File: src/rtl/signmag_accumulator_if.sv
// Stream interface of the sign-magnitude accumulator: an input word stream
// (in_*) and a result port (out_*).
//
// Handshake: a transfer happens on a rising clock edge where both valid and
// ready are 1. A producer holding valid=1 keeps its data stable until the
// transfer. Ready may depend combinationally on the receiver's state, never
// on valid, so there is no combinational loop through the handshake.
interface signmag_accumulator_if #(
    parameter int N     = 4,
    parameter int ACC_W = 8,
    parameter int CNT_W = 8
);
    // Input word stream
    logic             in_valid;
    logic             in_ready;
    logic [N-1:0]     in_data;
    logic             in_last;

    // Packet result port
    logic             out_valid;
    logic             out_ready;
    logic [ACC_W-1:0] out_data;
    logic [CNT_W-1:0] out_count;
    logic             out_ovf;

    // Upstream producer / downstream consumer side
    modport master (
        output in_valid,
        output in_data,
        output in_last,
        output out_ready,
        input  in_ready,
        input  out_valid,
        input  out_data,
        input  out_count,
        input  out_ovf
    );

    // Accumulator side
    modport slave (
        input  in_valid,
        input  in_data,
        input  in_last,
        input  out_ready,
        output in_ready,
        output out_valid,
        output out_data,
        output out_count,
        output out_ovf
    );
endinterface

File: src/rtl/signmag_accumulator.sv
// Sign-magnitude packet accumulator.
// Sums every packet of N-bit sign-magnitude words (ended by in_last) into an
// ACC_W-bit sign-magnitude accumulator with saturation and a sticky overflow
// flag, then offers one result per packet on the out_* port. -0 is never
// produced: any zero magnitude carries sign 0.
module signmag_accumulator #(
    parameter int N     = 4,
    parameter int ACC_W = 8,
    parameter int CNT_W = 8
) (
    input  logic                  clk,
    input  logic                  rst_n,
    signmag_accumulator_if.slave  bus,
    output logic [1:0]            state_o    // FSM state for observation
);

    // Magnitude width of the accumulator and its saturation limits
    localparam int               MAG_W   = ACC_W - 1;
    localparam int               PAD_W   = MAG_W - (N - 1);
    localparam logic [MAG_W-1:0] MAG_MAX = '1;
    localparam logic [CNT_W-1:0] CNT_MAX = '1;
    localparam logic [CNT_W-1:0] CNT_ONE = CNT_W'(1);

    typedef enum logic [1:0] {
        IDLE  = 2'd0,   // waiting for the first word of a packet
        ACCUM = 2'd1,   // inside a packet, summing words
        HOLD  = 2'd2    // presenting the packet result
    } state_t;

    state_t           state_q, state_d;

    // Running packet state
    logic [ACC_W-1:0] acc_q, acc_d;
    logic [CNT_W-1:0] cnt_q, cnt_d;
    logic             ovf_q, ovf_d;

    // Result registers: keep their value after the result is taken, until
    // the next packet completes.
    logic [ACC_W-1:0] out_data_q, out_data_d;
    logic [CNT_W-1:0] out_count_q, out_count_d;
    logic             out_ovf_q, out_ovf_d;

    // Handshake helpers
    logic             in_ready_w;
    logic             accept;

    // Normalised operand
    logic [MAG_W-1:0] in_mag;
    logic             in_sign;

    // Adder operands and result
    logic             base_sign;
    logic [MAG_W-1:0] base_mag;
    logic [MAG_W:0]   mag_sum;
    logic             sum_sign;
    logic [MAG_W-1:0] sum_mag;
    logic             sum_sat;

    assign accept  = bus.in_valid && in_ready_w;
    assign state_o = state_q;

    // ------------------------------------------------------------------
    // FSM
    // ------------------------------------------------------------------

    // State register
    always_ff @(posedge clk or negedge rst_n) begin
        if (!rst_n) begin
            state_q <= IDLE;
        end else begin
            state_q <= state_d;
        end
    end

    // Next-state logic
    always_comb begin
        state_d = state_q;
        unique case (state_q)
            IDLE: begin
                if (accept) begin
                    state_d = bus.in_last ? HOLD : ACCUM;
                end
            end
            ACCUM: begin
                if (accept && bus.in_last) begin
                    state_d = HOLD;
                end
            end
            HOLD: begin
                if (bus.out_ready) begin
                    state_d = IDLE;
                end
            end
            default: state_d = IDLE;
        endcase
    end

    // FSM outputs; in_ready is also held low while reset is asserted
    always_comb begin
        in_ready_w    = rst_n && (state_q != HOLD);
        bus.in_ready  = in_ready_w;
        bus.out_valid = (state_q == HOLD);
        bus.out_data  = out_data_q;
        bus.out_count = out_count_q;
        bus.out_ovf   = out_ovf_q;
    end

    // ------------------------------------------------------------------
    // Datapath
    // ------------------------------------------------------------------

    // Operand normalisation: zero-extend magnitude, fold -0 into +0
    always_comb begin
        in_mag  = {{PAD_W{1'b0}}, bus.in_data[N-2:0]};
        in_sign = bus.in_data[N-1] && (in_mag != '0);
    end

    // Sign-magnitude add of the operand to the running value. The first word
    // of a packet is added to +0, which yields the normalised operand itself.
    always_comb begin
        if (state_q == IDLE) begin
            base_sign = 1'b0;
            base_mag  = '0;
        end else begin
            base_sign = acc_q[ACC_W-1];
            base_mag  = acc_q[MAG_W-1:0];
        end

        mag_sum  = {1'b0, base_mag} + {1'b0, in_mag};
        sum_sign = base_sign;
        sum_mag  = base_mag;
        sum_sat  = 1'b0;

        if (base_sign == in_sign) begin
            // Same sign: magnitudes add, clamp at the largest magnitude
            if (mag_sum > {1'b0, MAG_MAX}) begin
                sum_mag = MAG_MAX;
                sum_sat = 1'b1;
            end else begin
                sum_mag = mag_sum[MAG_W-1:0];
            end
            sum_sign = base_sign;
        end else if (base_mag >= in_mag) begin
            // Opposite signs, running value dominates
            sum_mag  = base_mag - in_mag;
            sum_sign = base_sign;
        end else begin
            // Opposite signs, operand dominates
            sum_mag  = in_mag - base_mag;
            sum_sign = in_sign;
        end

        // Zero is always +0
        if (sum_mag == '0) begin
            sum_sign = 1'b0;
        end
    end

    // Next values of the running packet state and the result registers
    always_comb begin
        acc_d       = acc_q;
        cnt_d       = cnt_q;
        ovf_d       = ovf_q;
        out_data_d  = out_data_q;
        out_count_d = out_count_q;
        out_ovf_d   = out_ovf_q;

        if (accept) begin
            acc_d = {sum_sign, sum_mag};
            if (state_q == IDLE) begin
                // First word starts a fresh packet
                cnt_d = CNT_ONE;
                ovf_d = 1'b0;
            end else begin
                // Count saturates rather than wrapping on very long packets
                cnt_d = (cnt_q == CNT_MAX) ? cnt_q : cnt_q + CNT_ONE;
                ovf_d = ovf_q | sum_sat;
            end

            // Capture the packet result together with the final word
            if (bus.in_last) begin
                out_data_d  = acc_d;
                out_count_d = cnt_d;
                out_ovf_d   = ovf_d;
            end
        end
    end

    // Datapath registers
    always_ff @(posedge clk or negedge rst_n) begin
        if (!rst_n) begin
            acc_q       <= '0;
            cnt_q       <= '0;
            ovf_q       <= 1'b0;
            out_data_q  <= '0;
            out_count_q <= '0;
            out_ovf_q   <= 1'b0;
        end else begin
            acc_q       <= acc_d;
            cnt_q       <= cnt_d;
            ovf_q       <= ovf_d;
            out_data_q  <= out_data_d;
            out_count_q <= out_count_d;
            out_ovf_q   <= out_ovf_d;
        end
    end

endmodule

File: src/flat_wrapper.sv
// flat-port wrapper written by rule: the top's interface ports become plain ports
module signmag_accumulator_flat 
#(
    parameter int N     = 4,
    parameter int ACC_W = 8,
    parameter int CNT_W = 8
)
  (clk, rst_n, state_o, bus_in_valid, bus_in_data, bus_in_last, bus_out_ready, bus_in_ready, bus_out_valid, bus_out_data, bus_out_count, bus_out_ovf);
  signmag_accumulator_if #(.N(N), .ACC_W(ACC_W), .CNT_W(CNT_W)) bus_i ();
  input  logic clk;
  input  logic rst_n;
  output logic [1:0] state_o;
  input wire logic [$bits(bus_i.in_valid)-1:0] bus_in_valid;
  input wire logic [$bits(bus_i.in_data)-1:0] bus_in_data;
  input wire logic [$bits(bus_i.in_last)-1:0] bus_in_last;
  input wire logic [$bits(bus_i.out_ready)-1:0] bus_out_ready;
  output wire logic [$bits(bus_i.in_ready)-1:0] bus_in_ready;
  output wire logic [$bits(bus_i.out_valid)-1:0] bus_out_valid;
  output wire logic [$bits(bus_i.out_data)-1:0] bus_out_data;
  output wire logic [$bits(bus_i.out_count)-1:0] bus_out_count;
  output wire logic [$bits(bus_i.out_ovf)-1:0] bus_out_ovf;
  assign bus_i.in_valid = bus_in_valid;
  assign bus_i.in_data = bus_in_data;
  assign bus_i.in_last = bus_in_last;
  assign bus_i.out_ready = bus_out_ready;
  assign bus_in_ready = bus_i.in_ready;
  assign bus_out_valid = bus_i.out_valid;
  assign bus_out_data = bus_i.out_data;
  assign bus_out_count = bus_i.out_count;
  assign bus_out_ovf = bus_i.out_ovf;
  signmag_accumulator #(.N(N), .ACC_W(ACC_W), .CNT_W(CNT_W)) u_core (.clk(clk), .rst_n(rst_n), .bus(bus_i), .state_o(state_o));
endmodule
File: config.mk
export PLATFORM = sky130hd
export DESIGN_NAME = signmag_accumulator_flat
export DESIGN_NICKNAME = d
export VERILOG_FILES = /design/src/rtl/signmag_accumulator_if.sv /design/src/rtl/signmag_accumulator.sv /design/src/flat_wrapper.sv
export SDC_FILE = /design/constraint.sdc
export NUM_CORES = 1
export LEC_CHECK = 0
export BUFFER_PORTS_ARGS = -buffer_cell sky130_fd_sc_hd__buf_4
export CAP_MARGIN = 40
export CORE_UTILIZATION = 52
export DETAILED_ROUTE_END_ITERATION = 12
export PLACE_DENSITY = 0.74
export RECOVER_POWER = 25
export SLEW_MARGIN = 5
export SYNTH_ARGS = -nofsm -noshare
export SYNTH_HDL_FRONTEND = slang
export SYNTH_SLANG_ARGS = --single-unit
File: constraint.sdc
create_clock -name clk -period 2.9 [get_ports clk]
set_clock_uncertainty 0.05 [all_clocks]
set_input_delay 0.58 -clock clk [delete_from_list [all_inputs] [get_ports clk]]
set_output_delay 0.58 -clock clk [all_outputs]
set_load 0.01 [all_outputs]
==> impl_table.tex <==
\begin{tabular}{lr}
\hline
Metric & Value \\
\hline
\multicolumn{2}{l}{\textbf{Worst setup path}} \\
Crit Path Max Fanout & 4 \\
Data arrival time at the worst-slack endpoint & just under 3 ns \\
Setup slack, reg-to-reg & $\sim$0.13 ns \\
Crit. Startpoint & u\_core.state\_o[1] \\
Startpoint-to-endpoint class of the critical path & reg -> reg \\
Setup crit start kind & flip-flop \\
Category of the worst setup path capture point & flip-flop \\
Critical Path Sink & u\_core.acc\_q[7] \\
Register-to-Register Path Depth & 12 \\
Worst flop-to-flop path startpoint & u\_core.state\_o[1] \\
Worst path required time & between 3 and 4 ns \\
Crit Reg-Reg Endpoint & u\_core.acc\_q[7] \\
\multicolumn{2}{l}{\textbf{Floorplan}} \\
Die Outline Area & 4655 um2 \\
Die W & slightly below 70 um \\
Die span in y & between 60 and 70 um \\
Placeable core region & between 4000 and 5000 um2 \\
Standard-cell rows & 23 \\
Count of boundary I/O pins & 30 \\
Initial cell density of the core & 0.5543 \\
\multicolumn{2}{l}{\textbf{Global route}} \\
Maximum number of pins on one net before global-route repair & 37 \\
Remaining global-route overflow & 0 \\
Vias in the first global route & about 1900 \\
Global-route wire length before repair & a little under 9000 um \\
Antenna violations before repair & 0 \\
Total routing resource utilization after global routing & 0.2619 \\
\multicolumn{2}{l}{\textbf{Routing}} \\
Via count normalized by instance count & $\sim$6 \\
Via count & slightly above 2000 \\
Antenna Nets Post-Route & 0 \\
Number of DRC violations after detailed routing & 0 \\
Routed length per instance & about 16 um \\
Initial DRT Pass Iterations & 4 \\
First-iteration detailed-routing DRC count & 193 \\
Wire length reported by the detailed router & between 5000 and 6000 um \\
\multicolumn{2}{l}{\textbf{STA}} \\
Achievable clock frequency & $\sim$0.36 GHz \\
Max Transition Viols Final & 37 \\
Minimum period implied by the final worst setup slack & 2.773 ns \\
Final Hold Viols & 0 \\
Worst slew slack as a fraction of its limit & -0.2319 \\
Fin Setup TNS & 0 ns \\
Ratio of final minimum period to clock period & 0.9561 \\
Actual slew at the worst max-slew pin & between 1.5 and 2 ns \\
Total setup violations reported at the end of the flow & 0 \\
Hold Slack & $\sim$0.43 ns \\
Worst setup slack after layout & roughly 0.13 ns \\
\multicolumn{2}{l}{\textbf{Power}} \\
Total power consumption of the routed design & about 0.0025 W \\
Pwr per Cell Area & approximately 900 nW/um2 \\
Maximum vdd ir drop & 416.5 uV \\
Static Leakage & $\sim$1.3 nW \\
\multicolumn{2}{l}{\textbf{Place}} \\
Cell count after placement & 332 \\
Place WS & roughly 0.047 ns \\
Final weighted congestion of routability-driven global placement & 0.9560 \\
Detail Placement HPWL & 3936 um \\
Port bufs & 29 \\
\multicolumn{2}{l}{\textbf{Logic synthesis}} \\
Synthesized net count & around 280 \\
Dominant synthesized flop cell & sky130\_fd\_sc\_hd\_\_dfrtp\_1 \\
Area leader, netlist & sky130\_fd\_sc\_hd\_\_dfrtp\_1 \\
Cell area after synthesis & 2281 um2 \\
Number of instances in the synthesized netlist & roughly 260 \\
\#FFs+latches synth & 36 \\
Dominant cell by count in the synthesized netlist & sky130\_fd\_sc\_hd\_\_nand2\_1 \\
Yosys cell types & 53 \\
Synth cell count leaders & 42 x sky130\_fd\_sc\_hd\_\_nand2\_1, 36 x sky130\_fd\_sc\_hd\_\_dfrtp\_1, 25 x sky130\_fd\_sc\_hd\_\_o21ai\_0 \\
Ys Warns & 0 \\
Area share of the largest cell type after synthesis & 0.3950 \\
Main area contributors after synthesis & sky130\_fd\_sc\_hd\_\_dfrtp\_1 39\%, sky130\_fd\_sc\_hd\_\_nand2\_1 6.9\%, sky130\_fd\_sc\_hd\_\_o21ai\_0 5.5\%, sky130\_fd\_sc\_hd\_\_ha\_1 4.9\%, sky130\_fd\_sc\_hd\_\_nor2\_1 2.8\% \\
Sequential cell area fraction in the yosys report & 0.3950 \\
Number of flops mapped to enable cells by yosys & 0 \\
Async set-reset flop share out of synthesis & 1.000 \\
Average size of a mapped cell & just under 9 um2 \\
\multicolumn{2}{l}{\textbf{Clocking}} \\
Clock slew seen by the registers of the worst setup and hold paths & about 0.07 ns \\
Clock net sink count & 36 \\
Num CTS Buffers & 5 \\
Later-pin clock latency in the skew report & 0.29 ns \\
Clock tree from TritonCTS & built \\
CTS Buffer Depth & 2 \\
Cell at the root of the clock tree & sky130\_fd\_sc\_hd\_\_clkbuf\_8 \\
Level count of the clock H-tree & 2 \\
\multicolumn{2}{l}{\textbf{Finish}} \\
Fraction of layout instances using a drive strength above 1 & 0.2730 \\
Fill cell count & approximately 350 \\
Final standard cell count with taps included and fillers excluded & approximately 340 \\
Antenna fix cells & 0 \\
Area growth from synthesis to layout & 23.59\% \\
Net count reported at finish & about 310 \\
\multicolumn{2}{l}{\textbf{Hold path}} \\
Number of cells on the worst hold path & 2 \\
Hold WC Path Type & reg -> reg \\
\multicolumn{2}{l}{\textbf{Run}} \\
Max capacitance violation total & 1 \\
\multicolumn{2}{l}{\textbf{Run status}} \\
Outcome & complete, but fails checks \\
Failing checks & capacitance limit, slew limit \\
\hline
\end{tabular}
-- worst max-delay path, stage by stage, from the launching register on --
cell and delay [ns]:
sky130_fd_sc_hd__dfrtp_1 0.38, sky130_fd_sc_hd__or2_4 0.29, sky130_fd_sc_hd__nand2_4 0.10, sky130_fd_sc_hd__inv_4 0.06, sky130_fd_sc_hd__ha_4 0.22, sky130_fd_sc_hd__nor2b_4 0.13
sky130_fd_sc_hd__o21a_4 0.24, sky130_fd_sc_hd__o31ai_4 0.25, sky130_fd_sc_hd__a32oi_1 0.15, sky130_fd_sc_hd__a2bb2oi_2 0.25, sky130_fd_sc_hd__and4bb_1 0.22, sky130_fd_sc_hd__nand4_1 0.12
sky130_fd_sc_hd__a22o_1 0.23
-- layout make-up --
type	count	area [um2]	share of cell area
Multi-Input combinational cell	196	1393	0.4940
Sequential cell	36	900.9	0.3196
Timing Repair Buffer	42	307.8	0.1092
Clock buffer	5	68.82	0.02441
Tap cell	50	62.56	0.02219
Inverter	11	43.79	0.01553
Clock inverter	3	42.54	0.01509
-- through the flow --
stage                     utilization  area, um2
after floorplan                     -       2346
after global placement         0.6400       2634
after detailed placement       0.6400       2634
after CTS                      0.6671       2745
after global routing           0.6850       2819
final                          0.6850       2819
-- power breakdown --
group | internal, W | switching, W
registers | 0.000647 | 0.000139
logic | 0.000589 | 0.000671
clock network | 0.000254 | 0.000189
-- sequential cells by signal, summed over array words and instances (netlist names) --
signal and count:
u_core.state_o 2, u_core.cnt_q 8, u_core.bus.out_ovf 1, u_core.acc_q 8
u_core.ovf_q 1, u_core.bus.out_data 8, u_core.bus.out_count 8
-- layout by cell type, fill, tap and decap left out, drive strengths merged, types with 5 or more instances in the layout --
cell / netlist / routed
nand3: 7 / 7
dfrtp: 36 / 36
xor2: 5 / 5
a21oi: 9 / 9
inv: 11 / 11
a31oi: 8 / 8
o21ai: 30 / 30
clkbuf: 11 / 7
buf: 2 / 40
mux2: 5 / 5
ha: 9 / 9
nand2: 42 / 42
nor2: 19 / 19
-- logic make-up after synthesis --
group	synth area share
buffers and inverters	0.04059
adders and majority gates	0.07570
AOI/OAI and AO/OA	0.2353
DFF	0.3950
and+or+nand+nor	0.1898
muxes	0.03346
xor gates and xnor gates	0.03017
-- per-layer routing --
| layer | share of wire | vias to the layer above | global-route usage |
|---|---|---|---|
| li1 | - | 990 | - |
| met1 | 0.47 | 969 | 0.3835 |
| met2 | 0.46 | 61 | 0.3860 |
| met3 | 0.059 | 8 | 0.04333 |
| met4 | 0.013 | 0 | 0.09115 |
| met5 | 0 | - | 0 |
-- repair_timing --
action / in CTS / in global routing
setup endpoints to repair: 0 / 4
hold buffers: 0 / 0
resized for setup: 0 / 13
buffers inserted: 0 / 3
-- how the worst min path moves through the flow --
stage	endpoint	slack (ns)	startpoint
6_report	u_core.bus.out_data[0]	0.43	u_core.bus.out_data[0]
5_1_grt	u_core.state_o[1]	0.44	bus_out_ready
3_5_place_dp	u_core.bus.out_data[0]	0.42	u_core.bus.out_data[0]
4_1_cts	u_core.acc_q[1]	0.33	rst_n
2_1_floorplan	u_core.acc_q[0]	0.23	rst_n
3_3_place_gp	u_core.bus.out_count[0]	0.41	u_core.bus.out_count[0]
Power figures use the tool's default switching activity.
